$ cat config.mk
export PLATFORM = sky130hd
export DESIGN_NAME = multi_seq_detector_flat
export DESIGN_NICKNAME = d
export VERILOG_FILES = /design/src/rtl/multi_seq_detector_if.sv /design/src/rtl/multi_seq_detector.sv /design/src/flat_wrapper.sv
export SDC_FILE = /design/constraint.sdc
export NUM_CORES = 1
export LEC_CHECK = 0
export ABC_AREA = 1
export ABC_CLOCK_PERIOD_IN_PS = 2000
export BUFFER_PORTS_ARGS = -buffer_cell sky130_fd_sc_hd__buf_2
export CELL_PAD_IN_SITES_DETAIL_PLACEMENT = 0
export CELL_PAD_IN_SITES_GLOBAL_PLACEMENT = 1
export CORE_MARGIN = 5
export CORE_UTILIZATION = 39
export CTS_BUF_LIST = sky130_fd_sc_hd__clkbuf_8
export CTS_CLUSTER_DIAMETER = 40
export DETAILED_ROUTE_END_ITERATION = 8
export PLACE_DENSITY_LB_ADDON = 0.1
export SYNTH_ARGS = -nofsm -noshare
export SYNTH_HDL_FRONTEND = slang
export SYNTH_SLANG_ARGS = --single-unit
$ cat constraint.sdc
create_clock -name clk -period 2 [get_ports clk]
set_input_delay 0.1 -clock clk [delete_from_list [all_inputs] [get_ports clk]]
set_output_delay 0.1 -clock clk [all_outputs]
set_load 0.005 [all_outputs]
$ cat src/rtl/multi_seq_detector_if.sv
// Bus bundle for the multi-channel sequence detector: serial inputs, config port and status outputs.
interface multi_seq_detector_if #(
   parameter int unsigned N_CH    = 3,
   parameter int unsigned MAX_LEN = 8,
   parameter int unsigned CNT_W   = 16
);
   localparam int unsigned CH_W  = (N_CH > 1) ? $clog2(N_CH) : 1;
   localparam int unsigned LEN_W = $clog2(MAX_LEN + 1);

   logic [N_CH-1:0]       din;
   logic [N_CH-1:0]       din_valid;
   logic                  cfg_we;
   logic [CH_W-1:0]       cfg_ch;
   logic [LEN_W-1:0]      cfg_len;
   logic [MAX_LEN-1:0]    cfg_pattern;
   logic                  cfg_overlap;
   logic                  cnt_clr;
   logic [N_CH-1:0]       hit;
   logic                  z;
   logic [N_CH*CNT_W-1:0] hit_count;

   modport master (
      output din, din_valid, cfg_we, cfg_ch, cfg_len, cfg_pattern, cfg_overlap, cnt_clr,
      input  hit, z, hit_count
   );

   modport slave (
      input  din, din_valid, cfg_we, cfg_ch, cfg_len, cfg_pattern, cfg_overlap, cnt_clr,
      output hit, z, hit_count
   );
endinterface

$ cat src/rtl/multi_seq_detector.sv
// N-channel runtime-programmable serial pattern detector with overlap control
// and saturating per-channel hit counters.
module multi_seq_detector #(
   parameter int unsigned N_CH    = 3,
   parameter int unsigned MAX_LEN = 8,
   parameter int unsigned CNT_W   = 16
) (
   input  logic                  clk,
   input  logic                  reset_n,
   multi_seq_detector_if.slave   bus
);
   localparam int unsigned CH_W  = (N_CH > 1) ? $clog2(N_CH) : 1;
   localparam int unsigned LEN_W = $clog2(MAX_LEN + 1);

   logic [N_CH-1:0][MAX_LEN-1:0] pat_q,  pat_d;
   logic [N_CH-1:0][LEN_W-1:0]   len_q,  len_d;
   logic [N_CH-1:0]              ovl_q,  ovl_d;
   logic [N_CH-1:0][MAX_LEN-1:0] hist_q, hist_d;
   logic [N_CH-1:0][LEN_W-1:0]   fill_q, fill_d;
   logic [N_CH-1:0]              hit_q,  hit_d;
   logic [N_CH-1:0][CNT_W-1:0]   cnt_q,  cnt_d;

   logic [LEN_W-1:0] cfg_len_sat;

   // Lengths beyond the history depth are clamped rather than rejected
   assign cfg_len_sat = (bus.cfg_len > LEN_W'(MAX_LEN)) ? LEN_W'(MAX_LEN) : bus.cfg_len;

   // Next-state for every channel: config load, sampling, matching and counting
   always_comb begin
      logic [MAX_LEN-1:0] hist_n;
      logic [MAX_LEN-1:0] mask;
      logic [LEN_W-1:0]   fill_n;
      logic               match;

      pat_d  = pat_q;
      len_d  = len_q;
      ovl_d  = ovl_q;
      hist_d = hist_q;
      fill_d = fill_q;
      hit_d  = '0;
      cnt_d  = cnt_q;
      hist_n = '0;
      mask   = '0;
      fill_n = '0;
      match  = 1'b0;

      for (int c = 0; c < int'(N_CH); c++) begin
         for (int i = 0; i < int'(MAX_LEN); i++) begin
            mask[i] = (LEN_W'(i) < len_q[c]);
         end
         hist_n = MAX_LEN'({hist_q[c], bus.din[c]});
         fill_n = (fill_q[c] == len_q[c]) ? len_q[c] : LEN_W'(fill_q[c] + 1'b1);
         match  = (fill_n == len_q[c]) && ((hist_n & mask) == (pat_q[c] & mask));

         if (bus.cfg_we && (bus.cfg_ch == CH_W'(c))) begin
            pat_d[c]  = bus.cfg_pattern;
            len_d[c]  = cfg_len_sat;
            ovl_d[c]  = bus.cfg_overlap;
            hist_d[c] = '0;
            fill_d[c] = '0;
         end else if (bus.din_valid[c] && (len_q[c] != '0)) begin
            hist_d[c] = hist_n;
            hit_d[c]  = match;
            // Non-overlap discards the matched bits so a full fresh pattern is needed
            fill_d[c] = (match && !ovl_q[c]) ? '0 : fill_n;
         end

         if (bus.cnt_clr) begin
            cnt_d[c] = CNT_W'(hit_d[c]);
         end else if (hit_d[c] && !(&cnt_q[c])) begin
            cnt_d[c] = CNT_W'(cnt_q[c] + 1'b1);
         end
      end
   end

   // State registers with synchronous active-low reset
   always_ff @(posedge clk) begin
      if (!reset_n) begin
         pat_q  <= '0;
         len_q  <= '0;
         ovl_q  <= '1;
         hist_q <= '0;
         fill_q <= '0;
         hit_q  <= '0;
         cnt_q  <= '0;
      end else begin
         pat_q  <= pat_d;
         len_q  <= len_d;
         ovl_q  <= ovl_d;
         hist_q <= hist_d;
         fill_q <= fill_d;
         hit_q  <= hit_d;
         cnt_q  <= cnt_d;
      end
   end

   assign bus.hit       = hit_q;
   assign bus.z         = |hit_q;
   assign bus.hit_count = cnt_q;

endmodule
$ cat src/flat_wrapper.sv
// flat-port wrapper written by rule: the top's interface ports become plain ports
module multi_seq_detector_flat 
#(
   parameter int unsigned N_CH    = 3,
   parameter int unsigned MAX_LEN = 8,
   parameter int unsigned CNT_W   = 16
)
  (clk, reset_n, bus_din, bus_din_valid, bus_cfg_we, bus_cfg_ch, bus_cfg_len, bus_cfg_pattern, bus_cfg_overlap, bus_cnt_clr, bus_hit, bus_z, bus_hit_count);
  multi_seq_detector_if #(.N_CH(N_CH), .MAX_LEN(MAX_LEN), .CNT_W(CNT_W)) bus_i ();
  input  logic clk;
  input  logic reset_n;
  input wire logic [$bits(bus_i.din)-1:0] bus_din;
  input wire logic [$bits(bus_i.din_valid)-1:0] bus_din_valid;
  input wire logic [$bits(bus_i.cfg_we)-1:0] bus_cfg_we;
  input wire logic [$bits(bus_i.cfg_ch)-1:0] bus_cfg_ch;
  input wire logic [$bits(bus_i.cfg_len)-1:0] bus_cfg_len;
  input wire logic [$bits(bus_i.cfg_pattern)-1:0] bus_cfg_pattern;
  input wire logic [$bits(bus_i.cfg_overlap)-1:0] bus_cfg_overlap;
  input wire logic [$bits(bus_i.cnt_clr)-1:0] bus_cnt_clr;
  output wire logic [$bits(bus_i.hit)-1:0] bus_hit;
  output wire logic [$bits(bus_i.z)-1:0] bus_z;
  output wire logic [$bits(bus_i.hit_count)-1:0] bus_hit_count;
  assign bus_i.din = bus_din;
  assign bus_i.din_valid = bus_din_valid;
  assign bus_i.cfg_we = bus_cfg_we;
  assign bus_i.cfg_ch = bus_cfg_ch;
  assign bus_i.cfg_len = bus_cfg_len;
  assign bus_i.cfg_pattern = bus_cfg_pattern;
  assign bus_i.cfg_overlap = bus_cfg_overlap;
  assign bus_i.cnt_clr = bus_cnt_clr;
  assign bus_hit = bus_i.hit;
  assign bus_z = bus_i.z;
  assign bus_hit_count = bus_i.hit_count;
  multi_seq_detector #(.N_CH(N_CH), .MAX_LEN(MAX_LEN), .CNT_W(CNT_W)) u_core (.clk(clk), .reset_n(reset_n), .bus(bus_i));
endmodule
# Word-level counts from Yosys, hierarchy flattened
# Cells that the tools add are included.
# W data, S select, Z words.
[classes] addsub=6 n_lt_le_gt_ge=25 n_eq_ne=11 muxes=19 n_bitwise=7 n_reduce_logical=36
[op_table] op="$add A16 B1 Y16 const B" n=3
[op_table] op="$and A8 B8 Y8" n=6
[op_table] op="$lt A3 B4 Y1 const A" n=12
[op_table] op="$reduce_and A16 Y1" n=3
[op_table] op="$mux W4" n=7
[op_table] op="$eq A4 B4 Y1" n=6
[op_table] op="$eq A8 B8 Y1" n=3
[op_table] op="$lt A1 B4 Y1 const A" n=6
[op_table] op="$lt A2 B4 Y1 const A" n=6
[op_table] op="$logic_and A1 B1 Y1" n=15
[op_table] op="$add A4 B1 Y4 const B" n=3
[op_table] op="$mux W1" n=12
[op_table] op="$reduce_bool A4 Y1" n=3
[op_table] op="$reduce_or A2 Y1" n=4
[op_table] op="$logic_not A1 Y1" n=6
[op_table] op="$reduce_bool A2 Y1" n=3
[op_table] op="$gt A4 B4 Y1 const B" n=1
[op_table] op="$reduce_or A3 Y1" n=1
[op_table] op="$eq A2 B1 Y1 const B" n=1
[op_table] op="$eq A2 B2 Y1 const B" n=1
[op_table] op="$logic_not A2 Y1" n=1
[op_table] op="$not A1 Y1" n=1
[totals] regBits=123 input_bits=25 output_inout_bits=52 word_cells=126

# Logic depth before layout (Yosys ltp)
# Gate-level depths: netlist (run 1).
[depth] word_depth=9 depth_mapped=15 depth_no_buf=14

# Worst setup path before layout (run 1)
# Ideal clock, no wire load.
[synth_timing] kind="flip-flop to flip-flop" startpoint="register u_core.cnt_q, in the netlist u_core.bus.hit_count[16]" endpoint="register u_core.cnt_q, in the netlist u_core.bus.hit_count[22]" setup_time_ns=0.070 t_arrival_ns=1.843 t_required_ns=1.930 path_slack_ns=0.086 path_stages_with_launch=11 path_buffers=1 synth_period_minus_slack_ns=1.914 path_cell_list="dfxtp_1 > ha_1 > nand3_1 > nor3_2 > nand2_1 > nor3_1 > nand3_1 > nand3_2 > buf_4 > nand2_1 > a21oi_1"
[synth_between] elab_chain_cells=3 word_cells_on_any_way=4 cone_classes="add/sub (1); reduce/logical (3)"
[synth_lines] element="start: declaration" line="multi_seq_detector.sv:21" text="logic [N_CH-1:0][CNT_W-1:0] cnt_q, cnt_d;"
[synth_lines] element="start signal: assignment" line="multi_seq_detector.sv:93" text="cnt_q <= cnt_d;"
[synth_lines] element="parallel branches: the longest is 3 deep, another holds $add A16 B1 Y16"
# Parallel ways; which one is timed is not known.
# A chain may end at the register's enable or synchronous reset.

# Worst setup path after layout (run 1)
[layout_timing] startpoint="register u_core.len_q[10] in the netlist's numbering" endpoint="register u_core.cnt_q, in the netlist u_core.bus.hit_count[42]"
[layout_between] elab_chain_cells=7 word_cells_on_any_way=20 cone_classes="order compare (8); eq/ne (3); mux (3); bitwise (2); reduce/logical (4)"
[layout_lines] element="start: declaration" line="multi_seq_detector.sv:16" text="logic [N_CH-1:0][LEN_W-1:0] len_q, len_d;"
[layout_lines] element="start signal: assignment" line="multi_seq_detector.sv:88" text="len_q <= len_d;"
[layout_lines] element="$lt A1 B4 Y1, or another cell as far along" line="multi_seq_detector.sv:49" text="mask[i] = (LEN_W'(i) < len_q[c]);"
[layout_lines] element="$and A8 B8 Y8 or $mux W4 (tied branches)" line="multi_seq_detector.sv:53, multi_seq_detector.sv:52"
[layout_lines] element="$eq A8 B8 Y1 or $eq A4 B4 Y1 (tied branches)" line="multi_seq_detector.sv:53" text="match = (fill_n == len_q[c]) && ((hist_n & mask) == (pat_q[c] & mask));"
[layout_lines] element="$logic_and A1 B1 Y1" line="multi_seq_detector.sv:53"
[layout_lines] element="$mux W1 (*)" line="multi_seq_detector.sv:61" text="end else if (bus.din_valid[c] && (len_q[c] != '0)) begin"
[layout_lines] element="$mux W1 (*)" line="multi_seq_detector.sv:55" text="if (bus.cfg_we && (bus.cfg_ch == CH_W'(c))) begin"
[layout_lines] element="$logic_and A1 B1 Y1 (*)" line="multi_seq_detector.sv:70" text="end else if (hit_d[c] && !(&cnt_q[c])) begin"
# Mark *: on every way between the ends. The rest lies on a longest branch, timed or not.

==> impl_summary.log, run 1 <==
INFO  metric final_design_area_excluding_fillers = 8837 um2
INFO  metric io_buffers = 76
INFO  metric gp_congestion = 0.8338
INFO  metric timing_worst_slew_pin_value = 0.5683 ns
INFO  metric clk_transition_reported_paths = 0.07 ns
INFO  metric detailed_place_hpwl = 13,620 um
INFO  metric cts.path.max_buffers = 2
INFO  metric multi_input_area = 3896 um2
INFO  metric min_to = u_core.len_q[3]
INFO  metric utilization = 0.5163
INFO  metric design.final.nets = 1,194
INFO  metric synth_top_cell_area_share = 0.3664
INFO  metric detailed_route_drc_error_count = 0
INFO  metric end_kind = register
INFO  metric drt.antenna.violating_nets = 0
INFO  metric layout.area.seq = 2509 um2
INFO  metric syn_area_per_cell = 6.647 um2
INFO  metric floorplan.core_area = 17,120 um2
INFO  metric period_share = 0.9903
INFO  metric routed_wl = 19,650 um
INFO  metric avgViaCountPerCell = 4.907
INFO  metric power.share.switching = 0.2705
INFO  metric rsz0062_at_grt = true
INFO  metric seq_power_share = 0.409
INFO  metric synth.yosys.warnings = 0
INFO  metric cts_root_buf = clkbuf_8
INFO  metric most_common_cell_in_the_synthesized_netlist = nand2_1
INFO  metric dpl-instance-area = 7636 um2
INFO  metric comb_power_share = 0.178
INFO  metric worst-r2r-setup-slack = 0.02 ns
INFO  metric count_of_flip_flops_with_a_built_in_enable_after_synthesis = 0
INFO  metric ir_drop = 0.0004217 V
INFO  metric grt_first_pass_wirelength = 30,730 um
INFO  metric synth.net_count = 1,042
INFO  metric synthesis.area = 6720 um2
INFO  metric synthArstFlopShare = 0
INFO  metric n_fill_cell = 1,804
INFO  metric syn-instance-count = 1,011
INFO  metric cap_viol_max_count = 0
INFO  metric crit_fanout = 7
INFO  metric crit-reg2reg-launch = u_core.len_q[10]
INFO  metric period_needed = 1.981 ns
INFO  metric worst_hold_path_type = in2reg
INFO  metric initial_core_util = 0.3926
INFO  metric drive_above_1_share = 0.2357
INFO  metric post_synth_main_area_contributors = dfxtp_1 37%, nand2_1 13%, nor2_1 7.2%
INFO  metric clock_sink_count = 123
INFO  metric clock_power_frac = 0.413
INFO  metric hold_path_depth = 3
INFO  metric dr.first_iter.drc_count = 334
INFO  metric number_of_hold_violations_in_the_final_report = 0
INFO  metric cts.htree.levels = 4
INFO  metric skew = 0.007526 ns
INFO  metric fin_cells = 1,400
INFO  metric postSynth.topFlopCell = dfxtp_1
INFO  metric grtUsageTotal = 0.1875
INFO  metric max_freq = 504.9 MHz
INFO  metric switchingPower = 1703 uW
INFO  metric grt_max_degree = 31
INFO  metric overflow = 0
INFO  metric timing.slew.headroom = 0.6197
INFO  metric ioPinCount = 77
INFO  metric ff2ff_path_depth = 14
INFO  metric dp.cells = 1,333
INFO  metric tritoncts.num_buffers = 17
INFO  metric r2r_end = u_core.bus.hit_count[42]
INFO  metric critPathLaunchType = register
INFO  metric min_from = bus_cfg_len[3]
INFO  metric insertion_delay = 0.44 ns
INFO  metric leakagePower = 0.003947 uW
INFO  metric antenna_cells_inserted = 0
INFO  metric ys_seq_area_frac = 0.3664
INFO  metric synth_area_leader_cell = dfxtp_1
INFO  metric worst_ep_arrival_time = 2.32 ns
INFO  metric die_area = 19,960 um2
INFO  metric num_vias = 6,870
INFO  metric internal-power = 4592 uW
INFO  metric grt_pass1_vias = 6,289
INFO  metric syn_to_final_growth = 31.50%
INFO  metric timing.final.setup_violations = 0
INFO  metric die_width = 141.3 um
INFO  metric status = complete, no violations
INFO  metric synth_seq_cells = 123
INFO  metric die_height = 141.3 um
INFO  metric core.rowCount = 48
INFO  metric criticalPathCategory = reg2reg
INFO  metric worst-endpoint-required = 2.34 ns
INFO  metric detailedRoute.firstPassIterationCount = 5
INFO  metric tritoncts_clock_tree = built
INFO  metric drt-wirelength-per-cell = 14.04 um
INFO  metric synth.top_cells.by_count = 231 x nand2_1, 129 x nor2_1, 123 x dfxtp_1, 113 x inv_1, 88 x a21oi_1
INFO  metric yosysUniqueCellTypes = 32
INFO  metric slew_viol_final = 0
INFO  metric cellPowerDensity = 712.3 nW/um2
INFO  metric number_of_antenna_violations_at_the_first_check_in_global_routing = 0
==> state kept, by name, indices dropped and copies added (netlist names) <==
| name | flops |
|---|---|
| u_core.bus.hit_count | 48 |
| u_core.fill_q | 12 |
| u_core.ovl_q | 3 |
| u_core.pat_q | 24 |
| u_core.hist_q | 21 |
| u_core.len_q | 12 |
| u_core.bus.hit | 3 |
==> placed cells by master, fill, tap and decap left out, types with 4 or more instances in the layout <==
cell type	instances
inv_2	8
nand2_1	223
nor2_1	115
buf_4	60
buf_2	76
nand3b_1	5
a21oi_2	4
nand3_2	17
xnor2_1	16
bufinv_16	5
nand3_1	59
nor2_4	5
dfxtp_1	102
nor3_1	10
ha_1	4
nand2_2	12
nand4_1	44
dfxtp_2	13
dfxtp_4	8
clkbuf_8	20
o22ai_1	9
inv_1	106
dlygate4sd3_1	13
o21ai_0	55
a211oi_1	9
nand3_4	4
nor2_2	14
clkbuf_16	6
a21oi_1	84
xor2_1	33
==> critical path, stage by stage, from the launching register on <==
cell,delay [ns]
dfxtp_4,0.40
inv_2,0.07
nand2_1,0.05
nand2_1,0.08
nor2_4,0.16
nand2_4,0.10
nand3b_1,0.13
nand2_1,0.07
nor2_2,0.11
nand3_2,0.11
nor2_4,0.23
clkbuf_16,0.20
nand3_1,0.06
nand2_1,0.07
nor2_1,0.03
==> through the flow <==
step | hold WS [ns] | power, uW | setup WS, ns | setup TNS, ns
2_1_floorplan | 0.2304 | 3180 | 0.08621 | 0
6_report | 0.04309 | 6295 | 0.01944 | 0
4_1_cts | 0.02012 | 6098 | 0.001190 | 0
3_3_place_gp | 0.3854 | 3452 | 0.002740 | 0
3_5_place_dp | 0.3895 | 3451 | -0.03329 | -0.4099
5_1_grt | 0.03034 | 6593 | -0.1001 | -1.390
==> power groups by stage <==
stage | Clock (uW) | Sequential (uW) | Combinational (uW)
after floorplan | 0 | 2620 | 564
after global placement | 0 | 2630 | 822
after detailed placement | 0 | 2630 | 821
after CTS | 2670 | 2570 | 853
after global routing | 2780 | 2580 | 1230
final | 2600 | 2570 | 1120
==> worst max-delay path by stage <==
stage	start	endpoint	slack [ns]	cells after the start
6_report	u_core.len_q[10]	u_core.bus.hit_count[42]	0.02	14
2_1_floorplan	u_core.bus.hit_count[16]	u_core.bus.hit_count[22]	0.09	10
3_5_place_dp	u_core.len_q[6]	u_core.bus.hit_count[20]	-0.03	11
3_3_place_gp	u_core.fill_q[8]	u_core.bus.hit_count[43]	0.003	14
4_1_cts	u_core.len_q[9]	u_core.bus.hit_count[43]	0.001	14
5_1_grt	u_core.len_q[11]	u_core.bus.hit_count[43]	-0.10	13
==> logic make-up (layout without fill, tap and decap cells) <==
logic type	Yosys count	in the layout	synth area share
AND/OR/NAND/NOR	513	516	0.3320
AO/OA/AOI/OAI	167	167	0.1313
buffers and inverters	151	312	0.09272
flip-flops	123	123	0.3664
XOR/XNOR	51	51	0.06647
adder cells (fa/ha/maj)	6	6	0.01117
==> final cells by class <==
type | instances | share of cell area
multi-input combinational | 740 | 0.4409
sequential | 123 | 0.2839
timing repair buffer | 164 | 0.1403
inverter | 117 | 0.05026
tap | 225 | 0.03186
clock buffer | 20 | 0.03115
clock inverter | 11 | 0.02166
==> repair_timing <==
action	4_1_cts	5_1_grt
buffers inserted	0	13
gates cloned	0	10
endpoints found under the setup margin	22	60
hold buffers	13	0
endpoints found under the hold margin	28	0
resized for setup	5	103
pin swaps	0	31
==> metal layers <==
layer	share of wire	wire length (um)	global-route usage	up-vias
li1	-	-	-	3628
met1	0.47	9164	0.2423	3116
met2	0.49	9635	0.3200	105
met3	0.031	602	0.03876	21
met4	0.013	250	0.04742	0
met5	0	0	0	-
(Power assumes the default switching activity.)
==> inputs of run 2 (changes only) <==
--- a/config.mk
+++ b/config.mk
@@ -6,12 +6,12 @@
 export NUM_CORES = 1
 export LEC_CHECK = 0
 export ABC_AREA = 1
-export ABC_CLOCK_PERIOD_IN_PS = 2000
+export ABC_CLOCK_PERIOD_IN_PS = 2500
 export BUFFER_PORTS_ARGS = -buffer_cell sky130_fd_sc_hd__buf_2
 export CELL_PAD_IN_SITES_DETAIL_PLACEMENT = 0
 export CELL_PAD_IN_SITES_GLOBAL_PLACEMENT = 1
 export CORE_MARGIN = 5
-export CORE_UTILIZATION = 39
+export CORE_UTILIZATION = 47
 export CTS_BUF_LIST = sky130_fd_sc_hd__clkbuf_8
 export CTS_CLUSTER_DIAMETER = 40
 export DETAILED_ROUTE_END_ITERATION = 8
==> constraint.sdc (replaced) <==
create_clock -name clk -period 2.5 [get_ports clk]
set_input_delay 0.125 -clock clk [delete_from_list [all_inputs] [get_ports clk]]
set_output_delay 0.125 -clock clk [all_outputs]
set_load 0.005 [all_outputs]
==> impl_summary.log, run 2 (synthesis results as in run 1) <==
INFO  metric status = complete, no violations
INFO  metric cts.path.max_buffers = 2 (unchanged)
INFO  metric worst-endpoint-required = 2.83 ns (+0.49 ns)
INFO  metric end_kind = register
INFO  metric detailed_place_hpwl = 12,660 um (-7.0%)
INFO  metric cellPowerDensity = 578.6 nW/um2 (-19%)
INFO  metric grt_max_degree = 31 (unchanged)
INFO  metric worst_hold_path_type = in2reg
INFO  metric setup.worst_path.start = u_core.len_q[11]
INFO  metric core.rowCount = 43 (-10%)
INFO  metric timing.final.setup_violations = 0 (unchanged)
INFO  metric tritoncts_clock_tree = built
INFO  metric dpl-instance-area = 7292 um2 (-4.5%)
INFO  metric avgViaCountPerCell = 5.054 (+3.0%)
INFO  metric grt_first_pass_wirelength = 29,600 um (-3.7%)
INFO  metric die_height = 129.6 um (-8.3%)
INFO  metric cap_viol_max_count = 0 (unchanged)
INFO  metric crit_path_end = u_core.bus.hit_count[43]
INFO  metric timing_worst_slew_pin_value = 0.6344 ns (+0.06608 ns)
INFO  metric grt_pass1_vias = 6,240 (-0.78%)
INFO  metric final.setup.worst_slack = 0.3533 ns (+0.3338 ns)
INFO  metric number_of_antenna_violations_at_the_first_check_in_global_routing = 0 (unchanged)
INFO  metric worst-r2r-setup-slack = 0.35 ns (+0.33 ns)
INFO  metric crit-reg2reg-launch = u_core.len_q[11]
INFO  metric syn_to_final_growth = 16.63%
INFO  metric insertion_delay = 0.44 ns (about the same)
INFO  metric io_buffers = 76 (unchanged)
INFO  metric mostFrequentLayoutCell = nand2_1
INFO  metric design.final.nets = 1,136 (-4.9%)
INFO  metric crit_fanout = 25 (+18)
INFO  metric slew_viol_final = 0 (unchanged)
INFO  metric number_of_hold_violations_in_the_final_report = 0 (unchanged)
INFO  metric dr.first_iter.drc_count = 393 (+18%)
INFO  metric commonest_cells_after_routing_fill_and_taps_aside = 231 x nand2_1, 129 x nor2_1, 123 x dfxtp_1
INFO  metric die_area = 16,790 um2 (-16%)
INFO  metric clk_transition_reported_paths = 0.08 ns (about the same)
INFO  metric rsz0062_at_grt = false
INFO  metric routed_wl = 17,410 um (-11%)
INFO  metric detailed_route_drc_error_count = 0 (unchanged)
INFO  metric period_share = 0.8587 (-0.1316)
INFO  metric worst_ep_arrival_time = 2.48 ns (+0.16 ns)
INFO  metric drt-wirelength-per-cell = 13.43 um (-4.4%)
INFO  metric period_needed = 2.147 ns (+0.1662 ns)
INFO  metric criticalPathCategory = reg2reg
INFO  metric ioPinCount = 77 (unchanged)
INFO  metric ff2ff_path_depth = 14 (unchanged)
INFO  metric clock_sink_count = 123 (unchanged)
INFO  metric dp_worst_setup_slack = 0.3719 ns (+0.4052 ns)
INFO  metric overflow = 0 (unchanged)
INFO  metric fin_cells = 1,297 (-7.4%)
INFO  metric die_width = 129.6 um (-8.3%)
INFO  metric dp.cells = 1,253 (-6.0%)
INFO  metric cts.htree.levels = 4 (unchanged)
INFO  metric gp_congestion = 0.9217 (+11%)
INFO  metric final.setup.tns = 0 ns (unchanged)
INFO  metric ir_drop = 0.0005418 V (+28%)
INFO  metric cts_root_buf = clkbuf_8
INFO  metric initial_core_util = 0.4823 (+0.08965)
INFO  metric skew = 0.01194 ns (+0.004417 ns)
INFO  metric grtUsageTotal = 0.2159 (+0.02844)
INFO  metric timing.slew.headroom = 0.5755 (-0.04422)
INFO  metric tritoncts.num_buffers = 17 (unchanged)
INFO  metric r2r_end = u_core.bus.hit_count[43]
INFO  metric num_vias = 6,555 (-4.6%)
INFO  metric leakagePower = 0.003511 uW (-11%)
INFO  metric final_design_area_excluding_fillers = 7838 um2 (-11%)
INFO  metric drive_above_1_share = 0.1262 (-0.1095)
INFO  metric post-cts-setup-buffer-count = 0 (unchanged)
INFO  metric drt.antenna.violating_nets = 0 (unchanged)
INFO  metric antenna_cells_inserted = 0 (unchanged)
INFO  metric floorplan.core_area = 13,930 um2 (-19%)
INFO  metric hold_path_depth = 3 (unchanged)
INFO  metric critPathLaunchType = register
INFO  metric largest_reg_flops = 48 (unchanged)
INFO  metric max_freq = 465.8 MHz (-7.7%)
INFO  metric post_cts_resize_count = 0 (-5)
INFO  metric utilization = 0.5624 (+0.04615)
INFO  metric detailedRoute.firstPassIterationCount = 4 (-1)
INFO  metric cts_hold_buffers = 13 (unchanged)
## run 2: stage by stage
stage          hold slack (ns)  power (uW)
3_5_place_dp            0.4037        2688
3_3_place_gp            0.4053        2685
5_1_grt                0.07082        4770
6_report               0.07396        4534
4_1_cts                0.04645        4587
2_1_floorplan           0.2554        2544
## run 2: area by class of cell
type	instances	area, um2
clock buffers	17	234.0
clock inverters	14	181.4
fillers	1437	6097
inverters	117	439.2
multi-input cells	737	3635
flip-flops and latches	123	2462
well taps	180	225.2
repair buffers	109	660.6
## run 2: worst min-delay path by stage
stage	startpoint	endpoint	slack, ns
final	bus_cfg_len[1]	u_core.len_q[1]	0.07
after global routing	reset_n	u_core.bus.hit_count[16]	0.07
after CTS	bus_cfg_len[3]	u_core.len_q[1]	0.05
after detailed placement	bus_cfg_pattern[2]	u_core.pat_q[10]	0.40
after global placement	bus_cfg_pattern[2]	u_core.pat_q[10]	0.41
after floorplan	bus_cfg_overlap	u_core.ovl_q[0]	0.26
## run 2: metal layers
layer	vias to the layer above	routed length, um	share of wire	track usage
met5	-	0	0	0
met4	0	250	0.014	0.05501
met3	21	572	0.033	0.04740
met2	96	8223	0.47	0.3600
met1	2937	8367	0.48	0.2846
li1	3501	-	-	-
## run 2: power by group
| part | leakage (uW) | switching, uW | internal [uW] |
|---|---|---|---|
| registers | 0.000997 | 49.2 | 2010 |
| clock network | 0.000206 | 810 | 1070 |
| logic | 0.00231 | 393 | 201 |
## run 2: critical path, stage by stage, from the launching register on
cell and delay (ns):
dfxtp_1 0.47, inv_2 0.13, nand2_1 0.08, nand2_1 0.06, nor2_2 0.09, nand2_2 0.18
nand3b_1 0.17, nand2_1 0.07, nor2_2 0.11, nand3_2 0.13, nor2_4 0.10, buf_4 0.25
nand3_1 0.10, nand2_1 0.07, nor2_1 0.03
==> inputs of run 3 (changes only) <==
--- a/config.mk
+++ b/config.mk
@@ -6,12 +6,12 @@
 export NUM_CORES = 1
 export LEC_CHECK = 0
 export ABC_AREA = 1
-export ABC_CLOCK_PERIOD_IN_PS = 2500
+export ABC_CLOCK_PERIOD_IN_PS = 2300
 export BUFFER_PORTS_ARGS = -buffer_cell sky130_fd_sc_hd__buf_2
 export CELL_PAD_IN_SITES_DETAIL_PLACEMENT = 0
 export CELL_PAD_IN_SITES_GLOBAL_PLACEMENT = 1
 export CORE_MARGIN = 5
-export CORE_UTILIZATION = 47
+export CORE_UTILIZATION = 43
 export CTS_BUF_LIST = sky130_fd_sc_hd__clkbuf_8
 export CTS_CLUSTER_DIAMETER = 40
 export DETAILED_ROUTE_END_ITERATION = 8
==> constraint.sdc (replaced) <==
create_clock -name clk -period 2.3 [get_ports clk]
set_input_delay 0.115 -clock clk [delete_from_list [all_inputs] [get_ports clk]]
set_output_delay 0.115 -clock clk [all_outputs]
set_load 0.005 [all_outputs]
==> impl_summary.log, run 3 (synthesis results as in run 1) <==
INFO  metric cellPowerDensity = 611.1 nW/um2 (+5.6%)
INFO  metric switchingPower = 1425 uW (+14%)
INFO  metric drt-wirelength-per-cell = 13.24 um (-1.4%)
INFO  metric antenna_cells_inserted = 0 (unchanged)
INFO  metric rsz0062_at_grt = false
INFO  metric clk_transition_reported_paths = 0.07 ns (about the same)
INFO  metric layout.area.seq = 2466 um2 (+0.15%)
INFO  metric overflow = 0 (unchanged)
INFO  metric commonest_cells_after_routing_fill_and_taps_aside = 230 x nand2_1, 129 x nor2_1, 120 x dfxtp_1
INFO  metric ff2ff_path_depth = 13 (-1)
INFO  metric comb_power_share = 0.141 (+0.010)
INFO  metric cts.path.max_buffers = 2 (unchanged)
INFO  metric core.rowCount = 45 (+4.7%)
INFO  metric detailed_place_hpwl = 13,020 um (+2.8%)
INFO  metric cts_root_buf = clkbuf_8
INFO  metric timing_worst_slew_pin_value = 0.5601 ns (-0.07431 ns)
INFO  metric drt.antenna.violating_nets = 0 (unchanged)
INFO  metric largest_reg_flops = 48 (unchanged)
INFO  metric grt_max_degree = 31 (unchanged)
INFO  metric timing.slew.headroom = 0.6252 (+0.04973)
INFO  metric ir_drop = 0.0004773 V (-12%)
INFO  metric die_area = 18,230 um2 (+8.6%)
INFO  metric ioPinCount = 77 (unchanged)
INFO  metric power.share.switching = 0.2918 (+0.01558)
INFO  metric crit_fanout = 15 (-40%)
INFO  metric avgViaCountPerCell = 4.887 (-3.3%)
INFO  metric tritoncts.num_buffers = 17 (unchanged)
INFO  metric worst-r2r-setup-slack = 0.23 ns (-0.12 ns)
INFO  metric period_share = 0.9000 (+0.04133)
INFO  metric final.setup.tns = 0 ns (unchanged)
INFO  metric routed_wl = 17,770 um (+2.0%)
INFO  metric seq_power_share = 0.459 (+0.004)
INFO  metric cts.htree.levels = 4 (unchanged)
INFO  metric detailed_route_drc_error_count = 0 (unchanged)
INFO  metric slew_viol_final = 0 (unchanged)
INFO  metric timing.final.setup_violations = 0 (unchanged)
INFO  metric num_vias = 6,559 (+0.061%)
INFO  metric design.final.nets = 1,149 (+1.1%)
INFO  metric max_freq = 483.1 MHz (+3.7%)
INFO  metric skew = 0.01540 ns (+0.003456 ns)
INFO  metric critPathLaunchType = register
INFO  metric leakagePower = 0.003569 uW (+1.6%)
INFO  metric dr.first_iter.drc_count = 359 (-8.7%)
INFO  metric gp_congestion = 0.8953 (-2.9%)
INFO  metric mostFrequentLayoutCell = nand2_1
INFO  metric r2r_end = u_core.bus.hit_count[0]
INFO  metric period_needed = 2.070 ns (-0.07668 ns)
INFO  metric die_width = 135.0 um (+4.2%)
INFO  metric grt_first_pass_wirelength = 29,540 um (-0.21%)
INFO  metric worst-endpoint-required = 2.67 ns (-0.16 ns)
INFO  metric detailedRoute.firstPassIterationCount = 5 (+1)
INFO  metric crit_path_end = u_core.bus.hit_count[0]
INFO  metric floorplan.core_area = 15,260 um2 (+9.5%)
INFO  metric crit-reg2reg-launch = u_core.len_q[0]
INFO  metric worst_hold_path_type = in2reg
INFO  metric io_buffers = 76 (unchanged)
INFO  metric initial_core_util = 0.4404 (-0.04184)
INFO  metric insertion_delay = 0.44 ns (about the same)
INFO  metric status = complete, no violations
INFO  metric die_height = 135.0 um (+4.2%)
INFO  metric clock_power_frac = 0.401 (-0.013)
INFO  metric internal-power = 3460 uW (+5.4%)
INFO  metric syn_to_final_growth = 18.95%
INFO  metric criticalPathCategory = reg2reg
INFO  metric multi_input_area = 3650 um2 (+0.41%)
INFO  metric min_from = bus_cfg_len[3]
INFO  metric number_of_antenna_violations_at_the_first_check_in_global_routing = 0 (unchanged)
INFO  metric number_of_hold_violations_in_the_final_report = 0 (unchanged)
INFO  metric design_power_total = 4885 uW (+7.7%)
INFO  metric end_kind = register
INFO  metric worst_ep_arrival_time = 2.44 ns (-0.04 ns)
INFO  metric cap_viol_max_count = 0 (unchanged)
INFO  metric drive_above_1_share = 0.1424 (+0.01612)
INFO  metric n_fill_cell = 1,612 (+12%)
INFO  metric setup.worst_path.start = u_core.len_q[0]
INFO  metric grtUsageTotal = 0.1977 (-0.01820)
INFO  metric tritoncts_clock_tree = built
INFO  metric clock_sink_count = 123 (unchanged)
INFO  metric grt_pass1_vias = 6,125 (-1.8%)
run 3: cell count changes in the layout (fill, tap and decap cells not counted), sizes merged:
cell / delta
bufinv: -2
clkinvlp: +1
buf: +13
clkbuf: +2
run 3: power by group through the flow:
stage	Combinational (uW)	Sequential (uW)	Clock, uW
global route	779	2250	2100
floorplan	490	2270	0
detailed placement	656	2290	0
CTS	675	2240	2010
global placement	656	2290	0
finish	687	2240	1960
run 3: what timing repair did:
| item | CTS | global route |
|---|---|---|
| hold buffers | 13 | 0 |
| setup buffers | 0 | 2 |
| hold endpoints to repair | 22 | 0 |
| endpoints found under the setup margin | 0 | 28 |
| resized for setup | 0 | 6 |
run 3: worst min path at each step:
stage / endpoint / slack (ns) / cells past startpoint
global route: u_core.len_q[10] / 0.08 / 3
finish: u_core.len_q[3] / 0.07 / 3
CTS: u_core.len_q[11] / 0.05 / 3
floorplan: u_core.ovl_q[0] / 0.25 / 2
detailed placement: u_core.pat_q[10] / 0.39 / 3
global placement: u_core.pat_q[10] / 0.40 / 3
run 3: critical path, cell delays in order, from the launching register on:
cell	delay, ns
dfxtp_1	0.36
xor2_1	0.19
nor2_1	0.19
nand2_4	0.14
nand3_1	0.10
nand2_1	0.07
nor2_1	0.15
inv_1	0.09
nor2_4	0.22
buf_4	0.22
nand3_1	0.08
nand2_1	0.06
inv_1	0.03
nor2_1	0.10
run 3: metal layers:
layer  wire (um)  up-vias  track usage
li1            -     3522            -
met1        8717     2917       0.2635
met2        8210       88       0.3241
met3         513       32      0.03689
met4         323        0      0.06439
met5           0        -            0
run 3: stage by stage:
stage,area (um2),setup WS [ns],instances,hold slack [ns],utilization
detailed placement,7426,0.1579,1295,0.3919,0.4867
floorplan,6720,0.3862,1011,0.2454,-
CTS,7960,0.1458,1340,0.04821,0.5217
global route,7994,0.0005722,1342,0.08200,0.5239
global placement,7426,0.2143,1295,0.3972,0.4867
finish,7994,0.2299,1342,0.06825,0.5239
run 3: cell type report:
cell class / count / area share
sequential: 123 / 0.3085
clock inverter: 13 / 0.01784
multi-input combinational: 737 / 0.4566
timing repair buffer: 122 / 0.09642
inverter: 117 / 0.05494
clock buffer: 19 / 0.03271
tap: 211 / 0.03303
